===== src/rtl/alu_pkg.sv =====
// Shared opcode constants and sequencer state encoding for the ALU arbiter.
package alu_pkg;

  localparam logic [3:0] COP_ZERO  = 4'b0000;
  localparam logic [3:0] COP_ADD   = 4'b0001;
  localparam logic [3:0] COP_SUB   = 4'b0010;
  localparam logic [3:0] COP_MOVB  = 4'b0011;
  localparam logic [3:0] COP_CMPEQ = 4'b0100;
  localparam logic [3:0] COP_NOP   = 4'b0101;
  localparam logic [3:0] COP_ADD2  = 4'b0110;
  localparam logic [3:0] COP_ADD3  = 4'b0111;

  typedef enum logic [1:0] {
    IDLE = 2'd0,
    EXEC = 2'd1,
    RESP = 2'd2
  } state_e;

  // Opcodes with the top bit set have no defined ALU behaviour.
  function automatic logic cop_illegal(input logic [3:0] cop);
    return cop[3];
  endfunction

endpackage


===== src/rtl/alu_arbiter_if.sv =====
// Request/response handshake bundle between two requesters and the arbiter.
interface alu_arbiter_if #(
  parameter int unsigned INPUT_WIDTH = 16
);

  logic                   req0_valid;
  logic                   req0_ready;
  logic [INPUT_WIDTH-1:0] req0_a;
  logic [INPUT_WIDTH-1:0] req0_b;
  logic [3:0]             req0_cop;

  logic                   req1_valid;
  logic                   req1_ready;
  logic [INPUT_WIDTH-1:0] req1_a;
  logic [INPUT_WIDTH-1:0] req1_b;
  logic [3:0]             req1_cop;

  logic                   resp0_valid;
  logic                   resp0_ready;
  logic                   resp1_valid;
  logic                   resp1_ready;
  logic [INPUT_WIDTH-1:0] resp_result;
  logic                   resp_ovf;
  logic                   resp_err;
  logic                   busy;

  // Requester side
  modport master (
    output req0_valid, req0_a, req0_b, req0_cop,
    output req1_valid, req1_a, req1_b, req1_cop,
    output resp0_ready, resp1_ready,
    input  req0_ready, req1_ready,
    input  resp0_valid, resp1_valid, resp_result, resp_ovf, resp_err, busy
  );

  // Arbiter side
  modport slave (
    input  req0_valid, req0_a, req0_b, req0_cop,
    input  req1_valid, req1_a, req1_b, req1_cop,
    input  resp0_ready, resp1_ready,
    output req0_ready, req1_ready,
    output resp0_valid, resp1_valid, resp_result, resp_ovf, resp_err, busy
  );

endinterface


===== src/rtl/alu_arbiter_alu.sv =====
// Combinational ALU; arithmetic is done one bit wider so the top bit is carry/borrow.
module alu
  import alu_pkg::*;
#(
  parameter int unsigned INPUT_WIDTH = 16
) (
  input  logic [INPUT_WIDTH-1:0] a,
  input  logic [INPUT_WIDTH-1:0] b,
  input  logic [3:0]             cop,
  output logic [INPUT_WIDTH-1:0] result,
  output logic                   OVF
);

  logic [INPUT_WIDTH:0] wide;

  // Opcode decode on zero-extended operands
  always_comb begin
    wide = '0;
    case (cop)
      COP_ADD, COP_ADD2, COP_ADD3: wide = {1'b0, a} + {1'b0, b};
      COP_SUB:                     wide = {1'b0, a} - {1'b0, b};
      COP_MOVB:                    wide = {1'b0, b};
      COP_CMPEQ:                   wide = {{INPUT_WIDTH{1'b0}}, (a == b)};
      default:                     wide = '0;
    endcase
  end

  assign result = wide[INPUT_WIDTH-1:0];
  assign OVF    = wide[INPUT_WIDTH];

endmodule


===== src/rtl/alu_arbiter.sv =====
// Round-robin two-port arbiter and IDLE/EXEC/RESP sequencer around a shared ALU.
module alu_arbiter
  import alu_pkg::*;
#(
  parameter int unsigned INPUT_WIDTH = 16
) (
  input logic         clk,
  input logic         rst_n,
  alu_arbiter_if.slave bus
);

  state_e                 state_q, state_d;
  logic [INPUT_WIDTH-1:0] a_q, b_q;
  logic [3:0]             cop_q;
  logic                   owner_q;
  logic                   last_grant_q;
  logic [INPUT_WIDTH-1:0] result_q;
  logic                   ovf_q, err_q;

  logic                   grant;
  logic                   grant_valid;
  logic                   idle_ok;
  logic                   accept;
  logic                   resp_hs;
  logic [INPUT_WIDTH-1:0] alu_result;
  logic                   alu_ovf;

  // Pick a requester: a lone requester wins, a tie goes to the one not granted last
  always_comb begin
    grant       = 1'b0;
    grant_valid = 1'b0;
    if (bus.req0_valid && bus.req1_valid) begin
      grant       = ~last_grant_q;
      grant_valid = 1'b1;
    end else if (bus.req0_valid) begin
      grant       = 1'b0;
      grant_valid = 1'b1;
    end else if (bus.req1_valid) begin
      grant       = 1'b1;
      grant_valid = 1'b1;
    end
  end

  // Ready is gated by rst_n so nothing is accepted while reset is held
  assign idle_ok        = rst_n && (state_q == IDLE);
  assign bus.req0_ready = idle_ok && grant_valid && !grant;
  assign bus.req1_ready = idle_ok && grant_valid && grant;
  assign accept         = bus.req0_ready || bus.req1_ready;

  // Only the owner's ready completes a response
  assign resp_hs = owner_q ? bus.resp1_ready : bus.resp0_ready;

  alu #(
    .INPUT_WIDTH(INPUT_WIDTH)
  ) u_alu (
    .a      (a_q),
    .b      (b_q),
    .cop    (cop_q),
    .result (alu_result),
    .OVF    (alu_ovf)
  );

  // Next-state logic for the sequencer
  always_comb begin
    state_d = state_q;
    case (state_q)
      IDLE:    if (accept) state_d = EXEC;
      EXEC:    state_d = RESP;
      RESP:    if (resp_hs) state_d = IDLE;
      default: state_d = IDLE;
    endcase
  end

  // State, operand latch and response capture with synchronous reset
  always_ff @(posedge clk) begin
    if (!rst_n) begin
      state_q      <= IDLE;
      last_grant_q <= 1'b1;
      owner_q      <= 1'b0;
      a_q          <= '0;
      b_q          <= '0;
      cop_q        <= COP_ZERO;
      result_q     <= '0;
      ovf_q        <= 1'b0;
      err_q        <= 1'b0;
    end else begin
      state_q <= state_d;
      if (state_q == IDLE && accept) begin
        owner_q      <= grant;
        last_grant_q <= grant;
        a_q          <= grant ? bus.req1_a   : bus.req0_a;
        b_q          <= grant ? bus.req1_b   : bus.req0_b;
        cop_q        <= grant ? bus.req1_cop : bus.req0_cop;
      end
      if (state_q == EXEC) begin
        if (cop_illegal(cop_q)) begin
          result_q <= '0;
          ovf_q    <= 1'b0;
          err_q    <= 1'b1;
        end else begin
          result_q <= alu_result;
          ovf_q    <= alu_ovf;
          err_q    <= 1'b0;
        end
      end
    end
  end

  assign bus.resp0_valid = rst_n && (state_q == RESP) && !owner_q;
  assign bus.resp1_valid = rst_n && (state_q == RESP) && owner_q;
  assign bus.busy        = rst_n && (state_q != IDLE);
  assign bus.resp_result = result_q;
  assign bus.resp_ovf    = ovf_q;
  assign bus.resp_err    = err_q;

endmodule


===== src/flat_wrapper.sv =====
// flat-port wrapper written by rule: the top's interface ports become plain ports
module alu_arbiter_flat import alu_pkg::*;
#(
  parameter int unsigned INPUT_WIDTH = 16
)
  (clk, rst_n, bus_req0_valid, bus_req0_a, bus_req0_b, bus_req0_cop, bus_req1_valid, bus_req1_a, bus_req1_b, bus_req1_cop, bus_resp0_ready, bus_resp1_ready, bus_req0_ready, bus_req1_ready, bus_resp0_valid, bus_resp1_valid, bus_resp_result, bus_resp_ovf, bus_resp_err, bus_busy);
  alu_arbiter_if #(.INPUT_WIDTH(INPUT_WIDTH)) bus_i ();
  input logic clk;
  input logic rst_n;
  input wire logic [$bits(bus_i.req0_valid)-1:0] bus_req0_valid;
  input wire logic [$bits(bus_i.req0_a)-1:0] bus_req0_a;
  input wire logic [$bits(bus_i.req0_b)-1:0] bus_req0_b;
  input wire logic [$bits(bus_i.req0_cop)-1:0] bus_req0_cop;
  input wire logic [$bits(bus_i.req1_valid)-1:0] bus_req1_valid;
  input wire logic [$bits(bus_i.req1_a)-1:0] bus_req1_a;
  input wire logic [$bits(bus_i.req1_b)-1:0] bus_req1_b;
  input wire logic [$bits(bus_i.req1_cop)-1:0] bus_req1_cop;
  input wire logic [$bits(bus_i.resp0_ready)-1:0] bus_resp0_ready;
  input wire logic [$bits(bus_i.resp1_ready)-1:0] bus_resp1_ready;
  output wire logic [$bits(bus_i.req0_ready)-1:0] bus_req0_ready;
  output wire logic [$bits(bus_i.req1_ready)-1:0] bus_req1_ready;
  output wire logic [$bits(bus_i.resp0_valid)-1:0] bus_resp0_valid;
  output wire logic [$bits(bus_i.resp1_valid)-1:0] bus_resp1_valid;
  output wire logic [$bits(bus_i.resp_result)-1:0] bus_resp_result;
  output wire logic [$bits(bus_i.resp_ovf)-1:0] bus_resp_ovf;
  output wire logic [$bits(bus_i.resp_err)-1:0] bus_resp_err;
  output wire logic [$bits(bus_i.busy)-1:0] bus_busy;
  assign bus_i.req0_valid = bus_req0_valid;
  assign bus_i.req0_a = bus_req0_a;
  assign bus_i.req0_b = bus_req0_b;
  assign bus_i.req0_cop = bus_req0_cop;
  assign bus_i.req1_valid = bus_req1_valid;
  assign bus_i.req1_a = bus_req1_a;
  assign bus_i.req1_b = bus_req1_b;
  assign bus_i.req1_cop = bus_req1_cop;
  assign bus_i.resp0_ready = bus_resp0_ready;
  assign bus_i.resp1_ready = bus_resp1_ready;
  assign bus_req0_ready = bus_i.req0_ready;
  assign bus_req1_ready = bus_i.req1_ready;
  assign bus_resp0_valid = bus_i.resp0_valid;
  assign bus_resp1_valid = bus_i.resp1_valid;
  assign bus_resp_result = bus_i.resp_result;
  assign bus_resp_ovf = bus_i.resp_ovf;
  assign bus_resp_err = bus_i.resp_err;
  assign bus_busy = bus_i.busy;
  alu_arbiter #(.INPUT_WIDTH(INPUT_WIDTH)) u_core (.clk(clk), .rst_n(rst_n), .bus(bus_i));
endmodule

===== config.mk =====
export PLATFORM = sky130hd
export DESIGN_NAME = alu_arbiter_flat
export DESIGN_NICKNAME = d
export VERILOG_FILES = /design/src/rtl/alu_pkg.sv /design/src/rtl/alu_arbiter_if.sv /design/src/rtl/alu_arbiter_alu.sv /design/src/rtl/alu_arbiter.sv /design/src/flat_wrapper.sv
export SDC_FILE = /design/constraint.sdc
export NUM_CORES = 1
export LEC_CHECK = 0
export CAP_MARGIN = 20
export CORE_ASPECT_RATIO = 0.7
export CORE_MARGIN = 4
export CORE_UTILIZATION = 50
export DETAILED_ROUTE_END_ITERATION = 6
export GPL_ROUTABILITY_DRIVEN = 0
export GPL_TIMING_DRIVEN = 0
export PLACE_DENSITY = 0.81
export SLEW_MARGIN = 20
export SYNTH_ARGS = -nofsm -noshare
export SYNTH_HDL_FRONTEND = slang
export SYNTH_SLANG_ARGS = --single-unit

===== constraint.sdc =====
create_clock -name clk -period 3.92 [get_ports clk]
set_input_delay 0.98 -clock clk [delete_from_list [all_inputs] [get_ports clk]]
set_output_delay 0.98 -clock clk [all_outputs]
set_load 0.01 [all_outputs]

# [Word level (Yosys, flattened, before mapping)]
# Cells that the tools add are included.
[op_classes] n_addsub=2 n_eq_ne=11 n_mux=16 bitwise=1 n_reduce_logical=17
[ops] cell="one-hot mux 17 bit (4 select lines)" n=1
[ops] cell="two-way mux 16 bit" n=3
[ops] cell="adder 16 x 16 -> 17 bit" n=1
[ops] cell="subtractor 16 x 16 -> 17 bit" n=1
[ops] cell="== test 16 bit" n=1
[ops] cell="== test 4 x 3 -> 1 bit (second input constant)" n=3
[ops] cell="logical AND 1 bit" n=10
[ops] cell="== test 4 x 2 -> 1 bit (second input constant)" n=2
[ops] cell="two-way mux 1 bit" n=8
[ops] cell="one-hot mux 2 bit (3 select lines)" n=1
[ops] cell="== test 4 x 1 -> 1 bit (second input constant)" n=1
[ops] cell="two-way mux 2 bit" n=2
[ops] cell="two-way mux 4 bit" n=1
[ops] cell="inequality test 2 x 1 -> 1 bit (second input constant)" n=2
[ops] cell="OR reduction 3 bit" n=1
[ops] cell="== test 2 x 1 -> 1 bit (second input constant)" n=1
[ops] cell="== test 2 bit (second input constant)" n=1
[ops] cell="logical NOT 1 bit" n=2
[ops] cell="logical NOT 2 bit" n=1
[ops] cell="AND reduction 2 bit" n=1
[ops] cell="nonzero test 2 bit" n=1
[ops] cell="logical OR 1 bit" n=1
[ops] cell="NOT 1 bit" n=1
[totals] regBits=58 input_bits=78 out_inout_bits=23

# [Depth between registers and ports, before layout]
# Gate-level depths: netlist of the first run.
[depth] word_depth=8 mapped_depth=10 depth_no_buf=10

# [By module]
# From an unflattened synthesis of the first run, not the netlist that was laid out.
[hier_totals] cells_unflattened=551 hier_area_um2=4388.0
[modules_own_cells] module="alu_arbiter" n_inst=1 cells_per_inst=269 area_each_um2=2428.6
[modules_own_cells] module="alu" n_inst=1 cells_per_inst=282 area_each_um2=1959.4

# [Worst setup path before layout of the first run]
# Ideal clock, no wire load.
[synth_timing] kind="input -> output" start="in bus_req1_valid" end="out bus_req0_ready" arrival_ns=1.823 required_ns=2.940 slack_ns=1.117 stages=3 path_cell_list="o211ai_1 > nor2_1 > clkbuf_1"
[synth_via] elab_chain_cells=5 word_cells_on_any_way=9 classes_between="5 x mux; 4 x reduce/logical"
[synth_rtl] item="from (decl)" line="flat_wrapper.sv:14" text="input wire logic [$bits(bus_i.req1_valid)-1:0] bus_req1_valid;"
[synth_rtl] item="two-way mux 1 bit" line="alu_arbiter.sv:38" text="end else if (bus.req1_valid) begin"
[synth_rtl] item="two-way mux 1 bit" line="alu_arbiter.sv:35" text="end else if (bus.req0_valid) begin"
[synth_rtl] item="two-way mux 1 bit" line="alu_arbiter.sv:32" text="if (bus.req0_valid && bus.req1_valid) begin"
[synth_rtl] item="logical AND 1 bit / logical NOT 1 bit (equally long branches)" line="alu_arbiter.sv:46" text="assign bus.req0_ready = idle_ok && grant_valid && !grant;"
[synth_rtl] item="logical AND 1 bit (*)" line="alu_arbiter.sv:46"
[synth_rtl] item="to (decl)" line="flat_wrapper.sv:20" text="output wire logic [$bits(bus_i.req0_ready)-1:0] bus_req0_ready;"
# Mark *: on every way between the ends. The rest lies on a longest branch, timed or not.

# [Final worst setup path of the first run]
[layout_timing] start="in rst_n" end="out bus_req0_ready"
[layout_via] elab_chain_cells=3
[layout_rtl] item="from (decl)" line="flat_wrapper.sv:9" text="input logic rst_n;"
[layout_rtl] item="logical AND 1 bit" line="alu_arbiter.sv:45" text="assign idle_ok = rst_n && (state_q == IDLE);"
[layout_rtl] item="logical AND 1 bit (2 in a row)" line="alu_arbiter.sv:46"
# No other way between the ends.

==> run_results.csv, run 1 <==
group,metric,value,unit
status,outcome,"complete, no violations",
clocking,cts_sinks,58,
global_routing,grtUsageMet1,39.2,%
place,placed_area,5310,µm²
yosys,netlist_area,4180,µm²
power_and_ir_drop,ir_worst_vdd,271,µV
global_routing,use_met2,43.1,%
layout,nFillCells,627,
power_and_ir_drop,p_per_area,397,nW/µm²
yosys,synth_edf_count,0,
yosys,synth_area_per_cell,8.17,µm²
floorplan,initial_core_util,52.2,%
routing,drcViolationCount,0,
power_and_ir_drop,internal_power,1.52,mW
place,portBuffers,100,
power_and_ir_drop,power_leakage,2.18,nW
global_routing,antenna_found_initial,0,
critical_path,critPathMostFrequentCell,"clkdlybuf4s50_1",
timing,fmax,260,MHz
timing,relSlewSlack,36.4,%
global_routing,grt_max_degree,13,
global_routing,grt_pass1_vias,4525,
global_routing,grt_pass1_wl,22900,µm
floorplan,rows,27,
timing,post-route-period-util,98.0,%
yosys,syn_nets,625,
layout,fin_util,70.7,%
routing,num_vias,4675,
power_and_ir_drop,p_sw,723,µW
clocking,cts_tree,"built",
timing,setup_viol,0,
timing,hold_violations,0,
yosys,ys_types,62,
critical_path,critical-path-max-stage-delay,0.61,ns
hold_path,hold_class,"reg -> reg",
global_routing,top_usage_layer,"met2",
layout,antenna_cells,0,
floorplan,io-pin-count,101,
clocking,htree_levels,3,
power_and_ir_drop,p_clk_share,38.9,%
layout,post-route-cell-area,5660,µm²
place,dp_cells,713,
critical_path,cp-end-kind,"output pin",
layout,nNetsFinal,736,
layout,ff_latch_area,1160,µm²
clocking,cts_root_buf,"clkbuf_16",
yosys,ys_seq_area_share,27.8,%
timing,max_slew.worst_pin.slew,0.952,ns
critical_path,criticalPathCategory,"in -> out",
critical_path,r2r-start,"u_core.b_q[9]",
yosys,synthCells,512,
critical_path,r2r_slack,0.96,ns
clocking,clkTransAtPathRegs,0.05,ns
routing,wire_per_inst,19.6,µm
routing,drt_iter0_drc,552,
yosys,synth_top_area_share,27.8,%
routing,routed_wl,14300,µm
power_and_ir_drop,seqPwrFrac,31.0,%
layout,multi_input_area,2760,µm²
layout,areaGrowthSynthToFinish,35.3,%
yosys,netlist_top_cells_count,"58 x dfxtp_1, 51 x nor2b_1, 37 x a222oi_1",
yosys,synthArstFlopShare,0,%
timing,timing.final.crit_period,3.84,ns
global_routing,use_met3,9.83,%
floorplan,die_h,84.5,µm
floorplan,core-area,8010,µm²
yosys,ys_warn_count,0,
critical_path,cp_max_fo,10,
critical_path,critPathLaunch,"rst_n",
run,maxCapViolCount,0,
yosys,ys_seq_elements,58,
yosys,yosysTopAreaCell,"dfxtp_1",
floorplan,fp.dieW,117,µm
clocking,clk_latency,0.33,ns
yosys,synth_area_leaders,"dfxtp_1 28%, ha_1 9.9%, a222oi_1 8.9%",
clocking,cts-hold-fix-buffers,0,
global_routing,overflow,0,
clocking,cts_buffers,9,
place,hpwlAfterDp,10800,µm
power_and_ir_drop,swShare,32.2,%
yosys,ys.flop_type,"dfxtp_1",
critical_path,worstPathRequired,2.94,ns
place,preCtsSetupSlack,-0.581,ns
critical_path,reg2reg_depth,10,
critical_path,r2r-end,"u_core.bus.resp_ovf",
routing,drt_pre_antenna_iters,7,
critical_path,cpMaxStageDelayCell,"clkdlybuf4s50_1",
timing,fin_skew,0.00753,ns
critical_path,path_cells,"clkdlybuf4s50_1, o211ai_1, nor2_4, clkbuf_8, clkdlybuf4s50_1",
layout,instances_no_fill,729,
power_and_ir_drop,p_total,2.25,mW
critical_path,cp-endpoint,"bus_req0_ready",
timing,rsz0062_at_grt,"no",
timing,drv_slew,0,
timing,setup_ws,0.0770,ns
global_routing,track_usage,28.4,%
critical_path,cp.arrival,2.86,ns
clocking,ctsLongestPathBuffers,2,
floorplan,die_area,9910,µm²
routing,drtAntennaViolNets,0,
yosys,synthMostInstantiatedCell,"dfxtp_1",
layout,drive_gt1_share,6.37,%
power_and_ir_drop,pwr-share-comb,30.1,%
routing,avgViaCountPerCell,6.41,
critical_path,cp-start-kind,"input pin",
## sequential cells by signal, indices dropped and copies added (netlist names)
name / count
u_core.a_q: 16
u_core.b_q: 16
u_core.bus.resp_result: 16
u_core.cop_q: 4
u_core.state_q: 2
u_core.bus.resp_err: 1
u_core.bus.resp_ovf: 1
u_core.last_grant_q: 1
u_core.owner_q: 1
## area by class of cell
type,count,share of cell area (%)
clock buffers,9,3.98
plain buffers,34,2.76
inverters,33,2.19
repair buffers,101,17.8
multi-input cells,386,48.7
clock inverters,7,1.81
well taps,101,2.23
flip-flops and latches,58,20.5
## power groups by stage
stage	sequential, mW	clock, mW	combinational [mW]
2_1_floorplan	0.695	0	0.409
3_3_place_gp	0.701	0	0.631
3_5_place_dp	0.704	0	0.648
4_1_cts	0.693	0.876	0.658
5_1_grt	0.701	0.902	0.738
6_report	0.696	0.875	0.676
## worst min-delay path by stage
stage,startpoint,end,slack (ns),cells past startpoint
3_3_place_gp,u_core.bus.resp_result[6],u_core.bus.resp_result[6],0.44,2
2_1_floorplan,u_core.last_grant_q,u_core.last_grant_q,0.43,2
4_1_cts,u_core.bus.resp_result[8],u_core.bus.resp_result[8],0.46,2
5_1_grt,u_core.bus.resp_result[1],u_core.bus.resp_result[1],0.49,2
6_report,u_core.bus.resp_result[8],u_core.bus.resp_result[8],0.45,2
3_5_place_dp,u_core.bus.resp_result[8],u_core.bus.resp_result[8],0.45,2
## through the flow
stage               hold slack (ns)  TNS (ns)
finish                        0.454         0
floorplan                     0.433         0
CTS                           0.459         0
global route                  0.494         0
global placement              0.436    -0.651
detailed placement            0.447    -0.639
## layout by cell type (no fill, tap or decap), types with 4 or more instances in the layout
cell / instances
a21oi_1: 28
a221oi_1: 8
a222oi_1: 37
a22oi_1: 7
buf_2: 9
clkbuf_1: 23
clkbuf_16: 9
clkdlybuf4s50_1: 100
dfxtp_1: 58
ha_1: 33
inv_1: 33
mux2i_1: 5
nand2_1: 32
nand2b_1: 7
nand3_1: 8
nand4_1: 4
nor2_1: 34
nor2b_1: 51
nor3_1: 5
o21a_1: 4
o21ai_0: 30
o21ai_1: 4
o21bai_1: 4
o22ai_1: 4
o31ai_1: 6
xnor2_1: 6
## logic make-up (layout without fill, tap and decap cells)
| logic type | after synthesis | in the layout | share of synthesized area [%] |
|---|---|---|---|
| AOI/OAI and AO/OA | 172 | 172 | 30.5 |
| xor gates and xnor gates | 8 | 8 | 1.68 |
| adders and majority gates | 35 | 35 | 10.8 |
| buffers and inverters | 68 | 184 | 6.55 |
| DFF | 58 | 58 | 27.8 |
| muxes | 5 | 5 | 1.20 |
| and+or+nand+nor | 166 | 166 | 21.5 |
## worst max-delay path, delay by kind of cell
family          cells  cell delay [ns]
buf+inv             3             1.39
compound gates      1             0.26
simple gates        1             0.23
## routing by layer
metal  routed length [µm]  part of all wire, %  vias to the layer above
met1                 5960                   42                     2155
met5                    0                    0                        -
met3                 2060                   14                       40
li1                     -                    -                     2147
met2                 6000                   42                      333
met4                  297                  2.1                        0
## what timing repair did
action / 4_1_cts / 5_1_grt
pin swaps: 1 / 1
setup buffers: 0 / 1
resized for setup: 6 / 1
hold endpoints to repair: 0 / 0
setup endpoints to repair: 2 / 2
Note: power is estimated with default switching activity, not from simulation.
==> run 2, diff against run 1 <==
--- a/config.mk
+++ b/config.mk
@@ -9,6 +9,7 @@
 export CORE_ASPECT_RATIO = 0.7
 export CORE_MARGIN = 4
 export CORE_UTILIZATION = 50
+export CTS_CLUSTER_SIZE = 12
 export DETAILED_ROUTE_END_ITERATION = 6
 export GPL_ROUTABILITY_DRIVEN = 0
 export GPL_TIMING_DRIVEN = 0
==> results of run 2 <==
Same layout as run 1: the final DEF is identical, and so are final timing and power.
